<file path="config.mk">
export PLATFORM = sky130hd
export DESIGN_NAME = inst_encoder_flat
export DESIGN_NICKNAME = d
export VERILOG_FILES = /design/src/rtl/inst_pkg.sv /design/src/rtl/inst_encoder_if.sv /design/src/rtl/inst_encoder_field_pack.sv /design/src/rtl/inst_encoder.sv /design/src/flat_wrapper.sv
export SDC_FILE = /design/constraint.sdc
export NUM_CORES = 1
export LEC_CHECK = 0
export ABC_CLOCK_PERIOD_IN_PS = 2810
export BUFFER_PORTS_ARGS = -buffer_cell sky130_fd_sc_hd__clkbuf_2
export CAP_MARGIN = 20
export CORE_MARGIN = 2
export CORE_UTILIZATION = 45
export DETAILED_ROUTE_END_ITERATION = 10
export GPL_ROUTABILITY_DRIVEN = 0
export PLACE_DENSITY = 0.71
export SYNTH_ARGS = -nofsm -noshare
export SYNTH_HDL_FRONTEND = slang
export SYNTH_SLANG_ARGS = --single-unit
</file>
<file path="constraint.sdc">
create_clock -name clk -period 2.81 [get_ports clk]
set_input_delay 0.1405 -clock clk [delete_from_list [all_inputs] [get_ports clk]]
set_output_delay 0.1405 -clock clk [all_outputs]
set_load 0.005 [all_outputs]
</file>
<file path="src/rtl/inst_pkg.sv">
// inst_pkg: shared format tags, opcodes and field bundle for the RV32I instruction encoder.
package inst_pkg;
   typedef enum logic [2:0] {
      FMT_R = 3'd0,
      FMT_I = 3'd1,
      FMT_S = 3'd2,
      FMT_B = 3'd3,
      FMT_U = 3'd4,
      FMT_J = 3'd5
   } inst_fmt_e;
   localparam logic [6:0] OP_IMM = 7'h13;
   localparam logic [6:0] LOAD   = 7'h03;
   localparam logic [6:0] JALR   = 7'h67;
   localparam logic [6:0] STORE  = 7'h23;
   localparam logic [6:0] BRANCH = 7'h63;
   localparam logic [6:0] AUIPC  = 7'h17;
   localparam logic [6:0] LUI    = 7'h37;
   localparam logic [6:0] JAL    = 7'h6F;
   localparam logic [31:0] NOP   = 32'h0000_0013;
   typedef struct packed {
      logic [6:0] opcode;
      logic [4:0] rd;
      logic [4:0] rs1;
      logic [4:0] rs2;
      logic [2:0] funct3;
      logic [6:0] funct7;
   } inst_fields_t;
endpackage

</file>
<file path="src/rtl/inst_encoder_if.sv">
// inst_encoder_if: input stream, output stream, restart and error count of the encoder.
interface inst_encoder_if #(parameter int ERR_CNT_W = 8);
   logic                 restart;
   logic                 in_valid;
   logic                 in_ready;
   logic [2:0]           in_fmt;
   logic [6:0]           in_opcode;
   logic [4:0]           in_rd;
   logic [4:0]           in_rs1;
   logic [4:0]           in_rs2;
   logic [2:0]           in_funct3;
   logic [6:0]           in_funct7;
   logic [31:0]          in_imm;
   logic                 out_valid;
   logic                 out_ready;
   logic [31:0]          out_inst;
   logic [31:0]          out_addr;
   logic                 out_err;
   logic [ERR_CNT_W-1:0] err_count;
   modport slave (
      input  restart, in_valid, in_fmt, in_opcode, in_rd, in_rs1, in_rs2, in_funct3, in_funct7, in_imm, out_ready,
      output in_ready, out_valid, out_inst, out_addr, out_err, err_count
   );
   modport master (
      output restart, in_valid, in_fmt, in_opcode, in_rd, in_rs1, in_rs2, in_funct3, in_funct7, in_imm, out_ready,
      input  in_ready, out_valid, out_inst, out_addr, out_err, err_count
   );
endinterface

</file>
<file path="src/rtl/inst_encoder_field_pack.sv">
// inst_field_pack: range/alignment check and bit scatter of one RV32I instruction.
module inst_field_pack
   import inst_pkg::*;
(
   input  logic [2:0]   fmt,
   input  inst_fields_t f,
   input  logic [31:0]  imm,
   output logic [31:0]  inst,
   output logic         err
);
   logic i_ok, b_ok, u_ok, j_ok, bad;
   logic [31:0] raw;
   assign i_ok = &imm[31:11] || ~|imm[31:11];
   assign b_ok = (&imm[31:12] || ~|imm[31:12]) && !imm[0];
   assign u_ok = ~|imm[11:0];
   assign j_ok = (&imm[31:20] || ~|imm[31:20]) && !imm[0];
   always_comb begin
      raw = 32'h0;
      bad = 1'b1;
      case (fmt)
         FMT_R: begin raw = {f.funct7, f.rs2, f.rs1, f.funct3, f.rd, f.opcode}; bad = 1'b0; end
         FMT_I: begin raw = {imm[11:0], f.rs1, f.funct3, f.rd, f.opcode}; bad = !i_ok; end
         FMT_S: begin raw = {imm[11:5], f.rs2, f.rs1, f.funct3, imm[4:0], f.opcode}; bad = !i_ok; end
         FMT_B: begin raw = {imm[12], imm[10:5], f.rs2, f.rs1, f.funct3, imm[4:1], imm[11], f.opcode}; bad = !b_ok; end
         FMT_U: begin raw = {imm[31:12], f.rd, f.opcode}; bad = !u_ok; end
         FMT_J: begin raw = {imm[20], imm[10:1], imm[11], imm[19:12], f.rd, f.opcode}; bad = !j_ok; end
         default: begin raw = 32'h0; bad = 1'b1; end
      endcase
   end
   // rejected words are emitted as all-zero so a stray write cannot look like code
   assign err  = bad || (f.opcode[1:0] != 2'b11);
   assign inst = err ? 32'h0 : raw;
endmodule

</file>
<file path="src/rtl/inst_encoder.sv">
// inst_encoder: two-stage RV32I encoder with word address counter and saturating error count.
module inst_encoder
   import inst_pkg::*;
#(
   parameter logic [31:0] BASE_ADDR = 32'h0000_0000,
   parameter int          ERR_CNT_W = 8
) (
   input logic           clk,
   input logic           rst_n,
   inst_encoder_if.slave bus
);
   logic                 rdy_q, rdy_d;
   logic                 s1_v_q, s1_v_d;
   logic [2:0]           s1_fmt_q, s1_fmt_d;
   inst_fields_t         s1_f_q, s1_f_d;
   logic [31:0]          s1_imm_q, s1_imm_d;
   logic                 s2_v_q, s2_v_d;
   logic [31:0]          s2_inst_q, s2_inst_d;
   logic [31:0]          s2_addr_q, s2_addr_d;
   logic                 s2_err_q, s2_err_d;
   logic [31:0]          addr_q, addr_d;
   logic [ERR_CNT_W-1:0] err_cnt_q, err_cnt_d;
   logic [31:0]          pk_inst;
   logic                 pk_err, s2_free, s1_adv, acc;
   inst_field_pack u_pack (.fmt(s1_fmt_q), .f(s1_f_q), .imm(s1_imm_q), .inst(pk_inst), .err(pk_err));
   assign s2_free       = !s2_v_q || bus.out_ready;
   assign s1_adv        = s1_v_q && s2_free;
   // rdy_q keeps in_ready low until the first edge after reset release
   assign bus.in_ready  = rdy_q && !bus.restart && (!s1_v_q || s2_free);
   assign acc           = bus.in_valid && bus.in_ready;
   assign bus.out_valid = s2_v_q;
   assign bus.out_inst  = s2_inst_q;
   assign bus.out_addr  = s2_addr_q;
   assign bus.out_err   = s2_err_q;
   assign bus.err_count = err_cnt_q;
   always_comb begin
      rdy_d     = 1'b1;
      s1_v_d    = bus.restart ? 1'b0 : acc ? 1'b1 : s1_adv ? 1'b0 : s1_v_q;
      s1_fmt_d  = acc ? bus.in_fmt : s1_fmt_q;
      s1_f_d    = acc ? inst_fields_t'{opcode: bus.in_opcode, rd: bus.in_rd, rs1: bus.in_rs1, rs2: bus.in_rs2,
                                       funct3: bus.in_funct3, funct7: bus.in_funct7} : s1_f_q;
      s1_imm_d  = acc ? bus.in_imm : s1_imm_q;
      s2_v_d    = bus.restart ? 1'b0 : s1_adv ? 1'b1 : bus.out_ready ? 1'b0 : s2_v_q;
      s2_inst_d = s1_adv ? pk_inst : s2_inst_q;
      s2_addr_d = s1_adv ? addr_q : s2_addr_q;
      s2_err_d  = s1_adv ? pk_err : s2_err_q;
      addr_d    = bus.restart ? BASE_ADDR : (s1_adv && !pk_err) ? addr_q + 32'd4 : addr_q;
      err_cnt_d = (s2_v_q && bus.out_ready && s2_err_q && !(&err_cnt_q)) ? err_cnt_q + 1'b1 : err_cnt_q;
   end
   always_ff @(posedge clk or negedge rst_n) begin
      if (!rst_n) begin
         rdy_q     <= 1'b0;
         s1_v_q    <= 1'b0;
         s1_fmt_q  <= 3'd0;
         s1_f_q    <= '0;
         s1_imm_q  <= 32'h0;
         s2_v_q    <= 1'b0;
         s2_inst_q <= 32'h0;
         s2_addr_q <= 32'h0;
         s2_err_q  <= 1'b0;
         addr_q    <= BASE_ADDR;
         err_cnt_q <= '0;
      end else begin
         rdy_q     <= rdy_d;
         s1_v_q    <= s1_v_d;
         s1_fmt_q  <= s1_fmt_d;
         s1_f_q    <= s1_f_d;
         s1_imm_q  <= s1_imm_d;
         s2_v_q    <= s2_v_d;
         s2_inst_q <= s2_inst_d;
         s2_addr_q <= s2_addr_d;
         s2_err_q  <= s2_err_d;
         addr_q    <= addr_d;
         err_cnt_q <= err_cnt_d;
      end
   end
endmodule

</file>
<file path="src/flat_wrapper.sv">
// flat-port wrapper written by rule: the top's interface ports become plain ports
module inst_encoder_flat import inst_pkg::*;
#(
   parameter logic [31:0] BASE_ADDR = 32'h0000_0000,
   parameter int          ERR_CNT_W = 8
)
  (clk, rst_n, bus_restart, bus_in_valid, bus_in_fmt, bus_in_opcode, bus_in_rd, bus_in_rs1, bus_in_rs2, bus_in_funct3, bus_in_funct7, bus_in_imm, bus_out_ready, bus_in_ready, bus_out_valid, bus_out_inst, bus_out_addr, bus_out_err, bus_err_count);
  inst_encoder_if #(.ERR_CNT_W(ERR_CNT_W)) bus_i ();
  input logic clk;
  input logic rst_n;
  input wire logic [$bits(bus_i.restart)-1:0] bus_restart;
  input wire logic [$bits(bus_i.in_valid)-1:0] bus_in_valid;
  input wire logic [$bits(bus_i.in_fmt)-1:0] bus_in_fmt;
  input wire logic [$bits(bus_i.in_opcode)-1:0] bus_in_opcode;
  input wire logic [$bits(bus_i.in_rd)-1:0] bus_in_rd;
  input wire logic [$bits(bus_i.in_rs1)-1:0] bus_in_rs1;
  input wire logic [$bits(bus_i.in_rs2)-1:0] bus_in_rs2;
  input wire logic [$bits(bus_i.in_funct3)-1:0] bus_in_funct3;
  input wire logic [$bits(bus_i.in_funct7)-1:0] bus_in_funct7;
  input wire logic [$bits(bus_i.in_imm)-1:0] bus_in_imm;
  input wire logic [$bits(bus_i.out_ready)-1:0] bus_out_ready;
  output wire logic [$bits(bus_i.in_ready)-1:0] bus_in_ready;
  output wire logic [$bits(bus_i.out_valid)-1:0] bus_out_valid;
  output wire logic [$bits(bus_i.out_inst)-1:0] bus_out_inst;
  output wire logic [$bits(bus_i.out_addr)-1:0] bus_out_addr;
  output wire logic [$bits(bus_i.out_err)-1:0] bus_out_err;
  output wire logic [$bits(bus_i.err_count)-1:0] bus_err_count;
  assign bus_i.restart = bus_restart;
  assign bus_i.in_valid = bus_in_valid;
  assign bus_i.in_fmt = bus_in_fmt;
  assign bus_i.in_opcode = bus_in_opcode;
  assign bus_i.in_rd = bus_in_rd;
  assign bus_i.in_rs1 = bus_in_rs1;
  assign bus_i.in_rs2 = bus_in_rs2;
  assign bus_i.in_funct3 = bus_in_funct3;
  assign bus_i.in_funct7 = bus_in_funct7;
  assign bus_i.in_imm = bus_in_imm;
  assign bus_i.out_ready = bus_out_ready;
  assign bus_in_ready = bus_i.in_ready;
  assign bus_out_valid = bus_i.out_valid;
  assign bus_out_inst = bus_i.out_inst;
  assign bus_out_addr = bus_i.out_addr;
  assign bus_out_err = bus_i.out_err;
  assign bus_err_count = bus_i.err_count;
  inst_encoder #(.BASE_ADDR(BASE_ADDR), .ERR_CNT_W(ERR_CNT_W)) u_core (.clk(clk), .rst_n(rst_n), .bus(bus_i));
endmodule
</file>
==> qor.csv, run 1 <==
metric;value;unit
Post-route DRC;0;
critical path data arrival time;3.03;ns
Critical Path Max Stage Delay;0.55;ns
clock skew;0.00893;ns
maximum VDD drop;0.000495;V
Psw;0.00170;W
drt initial violations;346;
Starting Density;45.8;%
ys async rst share;100;%
Inst Count DP;991;
Clock Path Buffers;2;
area delta synth->final;30.9;%
leak pwr;4.58;nW
fin cells;1096;
CP required;3.16;ns
cell taking the most area after synthesis;dfrtp_1;
count leader, synth;dfrtp_1;
RSZ-0062 raised after global routing;false;
CTS Buf Count;17;
CTS tree;yes;
placed inst area;8570;um^2
multi-input logic area;3070;um^2
Worst-path clk slew;0.07;ns
Cell Chain, Critical Path;or4_1, nor2_1, a22oi_1, o211ai_2, buf_4, nand4_1, buf_4, or3_1, a21oi_1;
cell area power density;632;nW/um^2
Clock power frac;37.6;%
final hold viol count;0;
critical path capture point type;flip-flop;
Initial DRT Pass Iterations;4;
Hold Crit Depth;4;
Worst path top cell family by delay;simple AND/OR/NAND/NOR gates;
core area;16500;um^2
crit path launch type;flip-flop;
root buf cell;clkbuf_16;
most used cell, CP;buf_4;
Worst-Skew Late Latency;0.43;ns
DR vias;5969;
status;finished, final reports clean;
# setup viols final;0;
Pwr Total;0.00624;W
ANT nets after route;0;
DR WL/cell;17.5;um
Post-Synthesis Cells;643;
Sw Ratio;27.3;%
layout cell share with drive strength beyond 1;35.2;%
Unique masters post-synth;47;
Buf/Inv on CP;2;
vias in the first global route;5952;
Comb pwr share;15.2;%
Worst R2R Setup Slack;0.14;ns
FF+latch count, synth;171;
Total Routed Length;19.1;mm
die height;133;um
Filler cells;1407;
grt ovf;0;
prevailing post-synth register cell;dfrtp_1;
Final nets;936;
crit path kind;reg -> reg;
startpoint of the worst-slack reg-to-reg timing path;u_core.s1_imm_q[13]$_DFFE_PN0P_;
maxcap violations;0;
f_max;0.374;GHz
first-pass GRT wire length;31.2;mm
Tightest Pin Transition;0.775;ns
Worst R2R Path Depth;9;
final hold slack;0.0466;ns
Tot GR Track Use;22.4;%
row count;47;
# resized after CTS;0;
relative slew slack;48.4;%
initial antenna violation count;1;
Mapped Area;7540;um^2
minimum clock period;2.67;ns
sequential share of power;47.2;%
dpl hpwl;12.2;mm
area of the die;17800;um^2
Clock Sinks;171;
Ys Warns;0;
H-tree Lvls;4;
Final TNS setup;0;ns
post-route cell area;9870;um^2
Hold Path End;u_core.bus.out_valid$_DFFE_PN0P_;
Yosys top cell area share;56.8;%
die width;133;um
average cell area after synthesis;11.7;um^2
Hold WC Path Type;in -> reg;
CP Max Fanout;10;
FF+latch area;4280;um^2
Post-synth top cells;dfrtp_1, mux2_2, nand2_1, o21ai_0, a21oi_1;
Period Utilization, post-route;95.2;%
top-level port count;147;
Slew Limit Fails;0;
I/O Buffers;144;
largest net degree at the start of global routing;77;
Crit Reg-Reg Endpoint;u_core.addr_q[11]$_DFFE_PN0P_;
EDFF count, synth;0;
drt via density;5.45;
synth top area cells;dfrtp_1, mux2_2, o21ai_0;
Slowest-stage cell, CP;or4_1;
hold_sp;bus_out_ready;
P_int;0.00454;W
Seq/Total Area, Yosys;56.8;%
==> per-layer routing <==
metal	GRT usage (%)	routed length (um)
met1	29.8	8310
met3	4.49	881
met4	7.51	312
met2	36.9	9640
met5	0	0
==> flip-flops by register name, indices dropped and copies added, names as in the netlist, 3 cells and up <==
name and flops:
u_core.s1_f_q 32, u_core.addr_q 30, u_core.bus.out_inst 32, u_core.bus.out_addr 30, u_core.s1_fmt_q 3, u_core.s1_imm_q 32, u_core.bus.err_count 8
==> worst reg2reg max path, cell delays in order (launching register included) <==
cell and delay (ns):
dfrtp_1 0.42, or4_1 0.56, nor2_1 0.20, a22oi_1 0.14, o211ai_2 0.25, buf_4 0.17
nand4_1 0.18, buf_4 0.23, or3_1 0.30, a21oi_1 0.14
==> logic make-up (layout without fill, tap and decap cells) <==
logic type,count (synthesis),in the layout,share of synthesized area (%)
muxes,100,100,14.9
xor gates and xnor gates,11,11,1.28
AOI/OAI and AO/OA,135,135,11.5
adders and majority gates,2,2,0.332
buffers and inverters,47,278,2.62
and+or+nand+nor,175,175,12.5
DFF,171,171,56.8
other,2,4,0.0996
==> worst max-delay path by stage <==
stage | startpoint | endpoint | slack [ns] | cells after the start
after CTS | u_core.s1_imm_q[1]$_DFFE_PN0P_ | u_core.addr_q[27]$_DFFE_PN0P_ | 0.06 | 7
after global routing | u_core.s1_imm_q[13]$_DFFE_PN0P_ | u_core.addr_q[17]$_DFFE_PN0P_ | 0.01 | 9
after global placement | u_core.s1_imm_q[13]$_DFFE_PN0P_ | u_core.addr_q[18]$_DFFE_PN0P_ | 0.22 | 7
after floorplan | u_core.s1_imm_q[1]$_DFFE_PN0P_ | u_core.addr_q[27]$_DFFE_PN0P_ | 0.46 | 7
final | u_core.s1_imm_q[13]$_DFFE_PN0P_ | u_core.addr_q[11]$_DFFE_PN0P_ | 0.14 | 9
after detailed placement | u_core.s1_imm_q[1]$_DFFE_PN0P_ | u_core.addr_q[27]$_DFFE_PN0P_ | 0.11 | 7
==> power groups by stage <==
stage                     clock, W  combinational (W)  sequential (W)
after floorplan                  0           0.000546         0.00291
after global placement           0           0.000853         0.00297
after detailed placement         0           0.000867         0.00298
after CTS                  0.00239           0.000943         0.00293
after global routing       0.00250            0.00105         0.00297
final                      0.00235           0.000952         0.00294
==> timing repair <==
action,CTS,global route
hold endpoints to repair,140,0
setup endpoints to repair,0,3
hold buffers,68,0
buffers inserted,0,4
==> layout make-up <==
class / count / share of cell area, %
Sequential cell: 171 / 43.4
Antenna cell: 1 / 0.0254
Tap cell: 220 / 2.79
Inverter: 10 / 0.380
Multi-Input combinational cell: 426 / 31.1
Clock buffer: 17 / 4.31
Timing Repair Buffer: 236 / 16.3
Clock inverter: 15 / 1.67
==> stage by stage <==
| stage | worst slack (ns) | util, % |
|---|---|---|
| floorplan | 0.457 | - |
| detailed placement | 0.107 | 52.0 |
| CTS | 0.0556 | 59.7 |
| finish | 0.136 | 59.9 |
| global route | 0.0133 | 59.9 |
| global placement | 0.215 | 52.0 |
==> placed cells by master (no fill, tap or decap), types with 22 or more instances in the layout <==
master / synthesis / layout
a21oi_1: 32 / 32
a22oi_1: 23 / 23
buf_4: 2 / 22
clkbuf_2: 0 / 143
dfrtp_1: 171 / 171
dlygate4sd3_1: 0 / 68
mux2_2: 99 / 99
nand2_1: 46 / 45
nor2_1: 23 / 23
o21ai_0: 37 / 37
Note: power is estimated with default switching activity, not from simulation.
==> run 2, diff against run 1 <==
Settings changed: GPL_TIMING_DRIVEN from default to 0.
==> qor.csv, run 2 (synthesis gave the netlist of run 1 again) <==
metric;value;unit;change
Final nets;958;;was 936
Filler cells;1336;;was 1407
Worst R2R Path Depth;9;;unchanged
layout cell share with drive strength beyond 1;33.8;%;was 35.2%
sequential share of power;46.9;%;was 47.2%
largest net degree at the start of global routing;103;;was 77
ANT nets after route;0;;unchanged
critical path capture point type;flip-flop;;unchanged
clock skew;0.00959;ns;was 0.00893 ns
crit path launch type;flip-flop;;unchanged
pre-CTS WS;-0.124;ns;was 0.107 ns
core area;16500;um^2;unchanged
Util after Layout;60.4;%;was 59.9%
root buf cell;clkbuf_16;;unchanged
Worst Setup SP;u_core.s1_imm_q[1]$_DFFE_PN0P_;;was u_core.s1_imm_q[13]$_DFFE_PN0P_
Critical Path End;u_core.addr_q[25]$_DFFE_PN0P_;;was u_core.addr_q[11]$_DFFE_PN0P_
Initial DRT Pass Iterations;6;;was 4
Worst-Skew Late Latency;0.44;ns;was 0.43 ns
Crit Reg-Reg Endpoint;u_core.addr_q[25]$_DFFE_PN0P_;;was u_core.addr_q[11]$_DFFE_PN0P_
final hold viol count;0;;unchanged
Cell Chain, Critical Path;or4_4, nor3_4, a31oi_2, nor4_4, buf_4, nand4_1, buf_4, or3_1, a21oi_1;;was or4_1, nor2_1, a22oi_1, o211ai_2, buf_4, nand4_1, buf_4, or3_1, a21oi_1
ANT cells;0;;was 1
crit path kind;reg -> reg;;unchanged
H-tree Lvls;4;;unchanged
CP Max Fanout;10;;unchanged
# setup viols final;0;;unchanged
leak pwr;4.60;nW;was 4.58 nW
leading cell type in the layout, fill and taps excluded;dfrtp_1;;unchanged
DR vias;6074;;was 5969
CTS Buf Count;17;;unchanged
most used cell, CP;buf_4;;unchanged
Worst path top cell family by delay;simple AND/OR/NAND/NOR gates;;unchanged
Worst-path clk slew;0.07;ns;about the same
Hold WC Path Type;in -> reg;;unchanged
initial antenna violation count;0;;was 1
grt ovf;0;;unchanged
Post-route DRC;0;;unchanged
most frequent cells in the layout;dfrtp_1, clkbuf_2, mux2_2;;unchanged
die height;133;um;unchanged
CP required;3.17;ns;was 3.16 ns
cell area power density;632;nW/um^2;about the same
Stages on worst setup path;9;;unchanged
f_max;0.364;GHz;was 0.374 GHz
dpl hpwl;13.3;mm;was 12.2 mm
I/O Buffers;144;;unchanged
maxcap violations;0;;unchanged
status;finished, final reports clean;;unchanged
Tightest Pin Transition;0.839;ns;was 0.775 ns
drt via density;5.44;;was 5.45
first-pass GRT wire length;31.8;mm;was 31.2 mm
top-level port count;147;;unchanged
minimum clock period;2.75;ns;was 2.67 ns
drt initial violations;415;;was 346
relative slew slack;44.0;%;was 48.4%
post-layout worst setup margin;0.0649;ns;was 0.136 ns
die width;133;um;unchanged
CTS tree;yes;;unchanged
Slew Limit Fails;0;;unchanged
Clock power frac;37.8;%;was 37.6%
Clock Sinks;171;;unchanged
Slowest-stage cell, CP;or4_4;;was or4_1
critical path data arrival time;3.10;ns;was 3.03 ns
Worst R2R Setup Slack;0.06;ns;was 0.14 ns
Clock Path Buffers;2;;unchanged
startpoint of the worst-slack reg-to-reg timing path;u_core.s1_imm_q[1]$_DFFE_PN0P_;;was u_core.s1_imm_q[13]$_DFFE_PN0P_
maximum VDD drop;0.000444;V;was 0.000495 V
Critical Path Max Stage Delay;0.57;ns;was 0.55 ns
Total Routed Length;20.2;mm;was 19.1 mm
row count;47;;unchanged
Psw;0.00172;W;was 0.00170 W
Starting Density;45.8;%;unchanged
vias in the first global route;6004;;was 5952
area of the die;17800;um^2;unchanged
area delta synth->final;31.9;%;was 30.9%
Hold Crit Depth;4;;unchanged
DR WL/cell;18.1;um;was 17.5 um
Sw Ratio;27.3;%;about the same
P_int;0.00457;W;was 0.00454 W
Period Utilization, post-route;97.7;%;was 95.2%
Tot GR Track Use;22.9;%;was 22.4%
Comb pwr share;15.3;%;was 15.2%
Buf/Inv on CP;2;;unchanged
[run 2: repair_timing]
item,CTS,global route
cloned,0,1
hold endpoints to repair,168,0
setup buffers,4,3
pin swaps,3,3
resized for setup,1,12
hold buffers,68,0
setup endpoints to repair,10,40
[run 2: area by class of cell]
class	count	area, um^2	share of cell area [%]
Inverter	10	37.5	0.377
Clock inverter	12	140	1.41
Sequential cell	171	4280	43.0
Multi-Input combinational cell	426	3090	31.0
Buffer	37	173	1.74
Tap cell	220	275	2.77
Clock buffer	20	457	4.59
Timing Repair Buffer	221	1500	15.0
[run 2: worst register-to-register path: cells and delay by family, from the launching register on]
| kind | cells | cell delay (ns) |
|---|---|---|
| flip-flops | 1 | 0.42 |
| AO/OA/AOI/OAI | 2 | 0.30 |
| buffers and inverters | 2 | 0.44 |
| AND/OR/NAND/NOR | 5 | 1.51 |
[run 2: power groups by stage]
stage / Combinational, W / Sequential [W] / Clock (W)
after floorplan: 0.000546 / 0.00291 / 0
after global placement: 0.000829 / 0.00297 / 0
after detailed placement: 0.000855 / 0.00298 / 0
after CTS: 0.000940 / 0.00294 / 0.00241
after global routing: 0.00106 / 0.00298 / 0.00250
final: 0.000963 / 0.00295 / 0.00238
[run 2: per-stage QoR]
stage,instance area (um^2),instances,TNS (ns),hold slack [ns],total power [W]
after floorplan,7540,644,0,-0.155,0.00346
after global placement,8540,1008,-271.95,0.373,0.00380
after detailed placement,8580,1009,-0.519,0.299,0.00383
after CTS,9890,1113,0,0.0402,0.00629
after global routing,9950,1117,-0.120,0.0903,0.00654
final,9950,1117,0,0.0314,0.00629
[run 2: how the worst min path moves through the flow]
stage,from,to,slack (ns)
after floorplan,rst_n,u_core.addr_q[10]$_DFFE_PN0P_,-0.16
after global placement,bus_in_rs2[2],u_core.s1_f_q[12]$_DFFE_PN0P_,0.37
after detailed placement,rst_n,u_core.bus.out_addr[25]$_DFFE_PN0P_,0.30
after CTS,bus_out_ready,u_core.bus.out_valid$_DFFE_PN0P_,0.04
after global routing,bus_out_ready,u_core.bus.out_valid$_DFFE_PN0P_,0.09
final,bus_out_ready,u_core.bus.out_valid$_DFFE_PN0P_,0.03
[run 2: layer usage]
metal  GRT usage, %  vias to the layer above  wire length, um  share of wire [%]
met1           28.9                     3006             8450                 42
met4           7.45                        0              354                1.8
li1               -                     2839                -                  -
met3           4.49                       35              947                4.7
met2           39.8                      194            10400                 52
met5              0                        -                0                  0
==> run 3, diff against run 2 <==
Settings changed: CELL_PAD_IN_SITES_DETAIL_PLACEMENT from default to 1, CELL_PAD_IN_SITES_GLOBAL_PLACEMENT from default to 2, CORE_UTILIZATION 45 to 36, PLACE_DENSITY 0.71 to default, PLACE_DENSITY_LB_ADDON from default to 0.1.
==> qor.csv, run 3 (synthesis gave the netlist of run 1 again) <==
metric;value;unit;change
Worst-Skew Late Latency;0.43;ns;was 0.44 ns
leak pwr;4.60;nW;about the same
relative slew slack;37.7;%;was 44.0%
top layer in use;met4;;unchanged
ANT cells;0;;unchanged
maximum VDD drop;0.000442;V;was 0.000444 V
CP required;3.16;ns;was 3.17 ns
crit path kind;reg -> reg;;unchanged
clock skew;0.00887;ns;was 0.00959 ns
post-route cell area;10000;um^2;was 9950 um^2
Clock Path Buffers;2;;unchanged
grt ovf;0;;unchanged
die height;149;um;was 133 um
# setup viols final;0;;unchanged
Slew Limit Fails;0;;unchanged
f_max;0.362;GHz;was 0.364 GHz
dpl hpwl;15.5;mm;was 13.3 mm
Worst R2R Path Depth;11;;was 9
DR WL met2;12.0;mm;was 10.4 mm
drt via density;5.19;;was 5.44
Hold Crit Depth;4;;unchanged
DRT met1 WL;9.63;mm;was 8.45 mm
area delta synth->final;33.2;%;was 31.9%
minimum clock period;2.76;ns;was 2.75 ns
Post-route DRC;0;;unchanged
ANT nets after route;0;;unchanged
Tightest Pin Transition;0.935;ns;was 0.839 ns
initial antenna violation count;0;;unchanged
Util after Layout;49.3;%;was 60.4%
area of the die;22100;um^2;was 17800 um^2
CTS tree;yes;;unchanged
Worst path top cell family by delay;simple AND/OR/NAND/NOR gates;;unchanged
Clock Sinks;171;;unchanged
I/O Buffers;144;;unchanged
largest net degree at the start of global routing;99;;was 103
row count;52;;was 47
Worst-path clk slew;0.07;ns;about the same
Tot GR Track Use;21.1;%;was 22.9%
routed wl met3;652;um;was 947 um
CP Max Fanout;10;;unchanged
RSZ-0062 raised after global routing;true;;
Slowest-stage cell, CP;or4_4;;unchanged
critical path capture point type;flip-flop;;unchanged
Stages on worst setup path;11;;was 9
Initial DRT Pass Iterations;4;;was 6
CTS Buf Count;17;;unchanged
leading cell type in the layout, fill and taps excluded;dfrtp_1;;unchanged
die width;149;um;was 133 um
Final TNS setup;0;ns;unchanged
Final nets;959;;was 958
maxcap violations;0;;unchanged
Buf/Inv on CP;4;;was 2
Hold WC Path Type;in -> reg;;unchanged
vias in the first global route;6459;;was 6004
Total Routed Length;22.5;mm;was 20.2 mm
top-level port count;147;;unchanged
final hold slack;0.0782;ns;was 0.0314 ns
final hold viol count;0;;unchanged
DR vias;6065;;was 6074
cell area power density;623;nW/um^2;was 632 nW/um^2
Cell Chain, Critical Path;or4_4, nor3_4, a31oi_4, nor4_4, buf_4, buf_4, nand4_1, buf_6, buf_8, or3_1, a21oi_1;;was or4_4, nor3_4, a31oi_2, nor4_4, buf_4, nand4_1, buf_4, or3_1, a21oi_1
drt initial violations;215;;was 415
Starting Density;37.0;%;was 45.8%
placed inst area;8640;um^2;was 8580 um^2
most used cell, CP;buf_4;;unchanged
Period Utilization, post-route;98.2;%;was 97.7%
crit path launch type;flip-flop;;unchanged
post-layout worst setup margin;0.0510;ns;was 0.0649 ns
most frequent cells in the layout;dfrtp_1, clkbuf_2, mux2_2;;unchanged
layout cell share with drive strength beyond 1;34.4;%;was 33.8%
pre-CTS WS;-0.248;ns;was -0.124 ns
root buf cell;clkbuf_16;;unchanged
status;finished, final reports clean;;unchanged
critical path data arrival time;3.11;ns;was 3.10 ns
DR WL/cell;19.3;um;was 18.1 um
Filler cells;2220;;was 1336
core area;20400;um^2;was 16500 um^2
Critical Path Max Stage Delay;0.57;ns;about the same
H-tree Lvls;4;;unchanged
first-pass GRT wire length;35.6;mm;was 31.8 mm
==> run 3: final timing paths <==
path                                                    start                                  to  slack, ns
setup / recovery               u_core.s1_imm_q[4]$_DFFE_PN0P_       u_core.addr_q[25]$_DFFE_PN0P_       0.05
hold / removal                                  bus_out_ready           u_core.s1_v_q$_DFFE_PN0P_       0.08
setup reg to reg               u_core.s1_imm_q[4]$_DFFE_PN0P_       u_core.addr_q[25]$_DFFE_PN0P_       0.05
hold reg to reg            u_core.bus.out_inst[0]$_DFFE_PN0P_  u_core.bus.out_inst[0]$_DFFE_PN0P_       0.48
max in group asynchronous                               rst_n     u_core.s1_imm_q[23]$_DFFE_PN0P_       1.65
min in group asynchronous                               rst_n  u_core.bus.out_inst[4]$_DFFE_PN0P_       0.28
==> run 3: what timing repair did <==
item,4_1_cts,5_1_grt
resized for setup,3,17
setup buffers,3,6
hold buffers,68,0
endpoints found under the hold margin,140,0
endpoints found under the setup margin,19,59
pin swaps,3,11
==> run 3: worst reg2reg max path: cells and delay by family (launching register included) <==
family / cells / cell delay [ns]
compound gates: 2 / 0.25
buf+inv: 4 / 0.58
simple gates: 5 / 1.43
flops: 1 / 0.42
==> run 3: layout make-up <==
cell class / instances / area, um^2 / area share, %
Clock buffer: 24 / 492 / 4.90
Tap cell: 270 / 338 / 3.36
Multi-Input combinational cell: 426 / 3130 / 31.1
Clock inverter: 8 / 83.8 / 0.835
Buffer: 37 / 175 / 1.74
Inverter: 10 / 37.5 / 0.374
Timing Repair Buffer: 222 / 1510 / 15.0
Sequential cell: 171 / 4280 / 42.6
==> run 3: routing by layer <==
metal  track usage (%)  vias to the layer above
met3              3.44                       16
li1                  -                     2835
met4              6.00                        0
met1              26.4                     3095
met5                 0                        -
met2              37.6                      119
==> run 3: per-stage QoR <==
stage / power, W / std cells
final: 0.00625 / 1168
after global routing: 0.00655 / 1168
after CTS: 0.00629 / 1162
after detailed placement: 0.00388 / 1059
after global placement: 0.00382 / 1058
after floorplan: 0.00346 / 644
==> run 3: power by group <==
part	switching [W]	internal, W
registers	0.000236	0.00271
logic	0.000492	0.000495
clock network	0.000995	0.00132
total	0.00172	0.00453
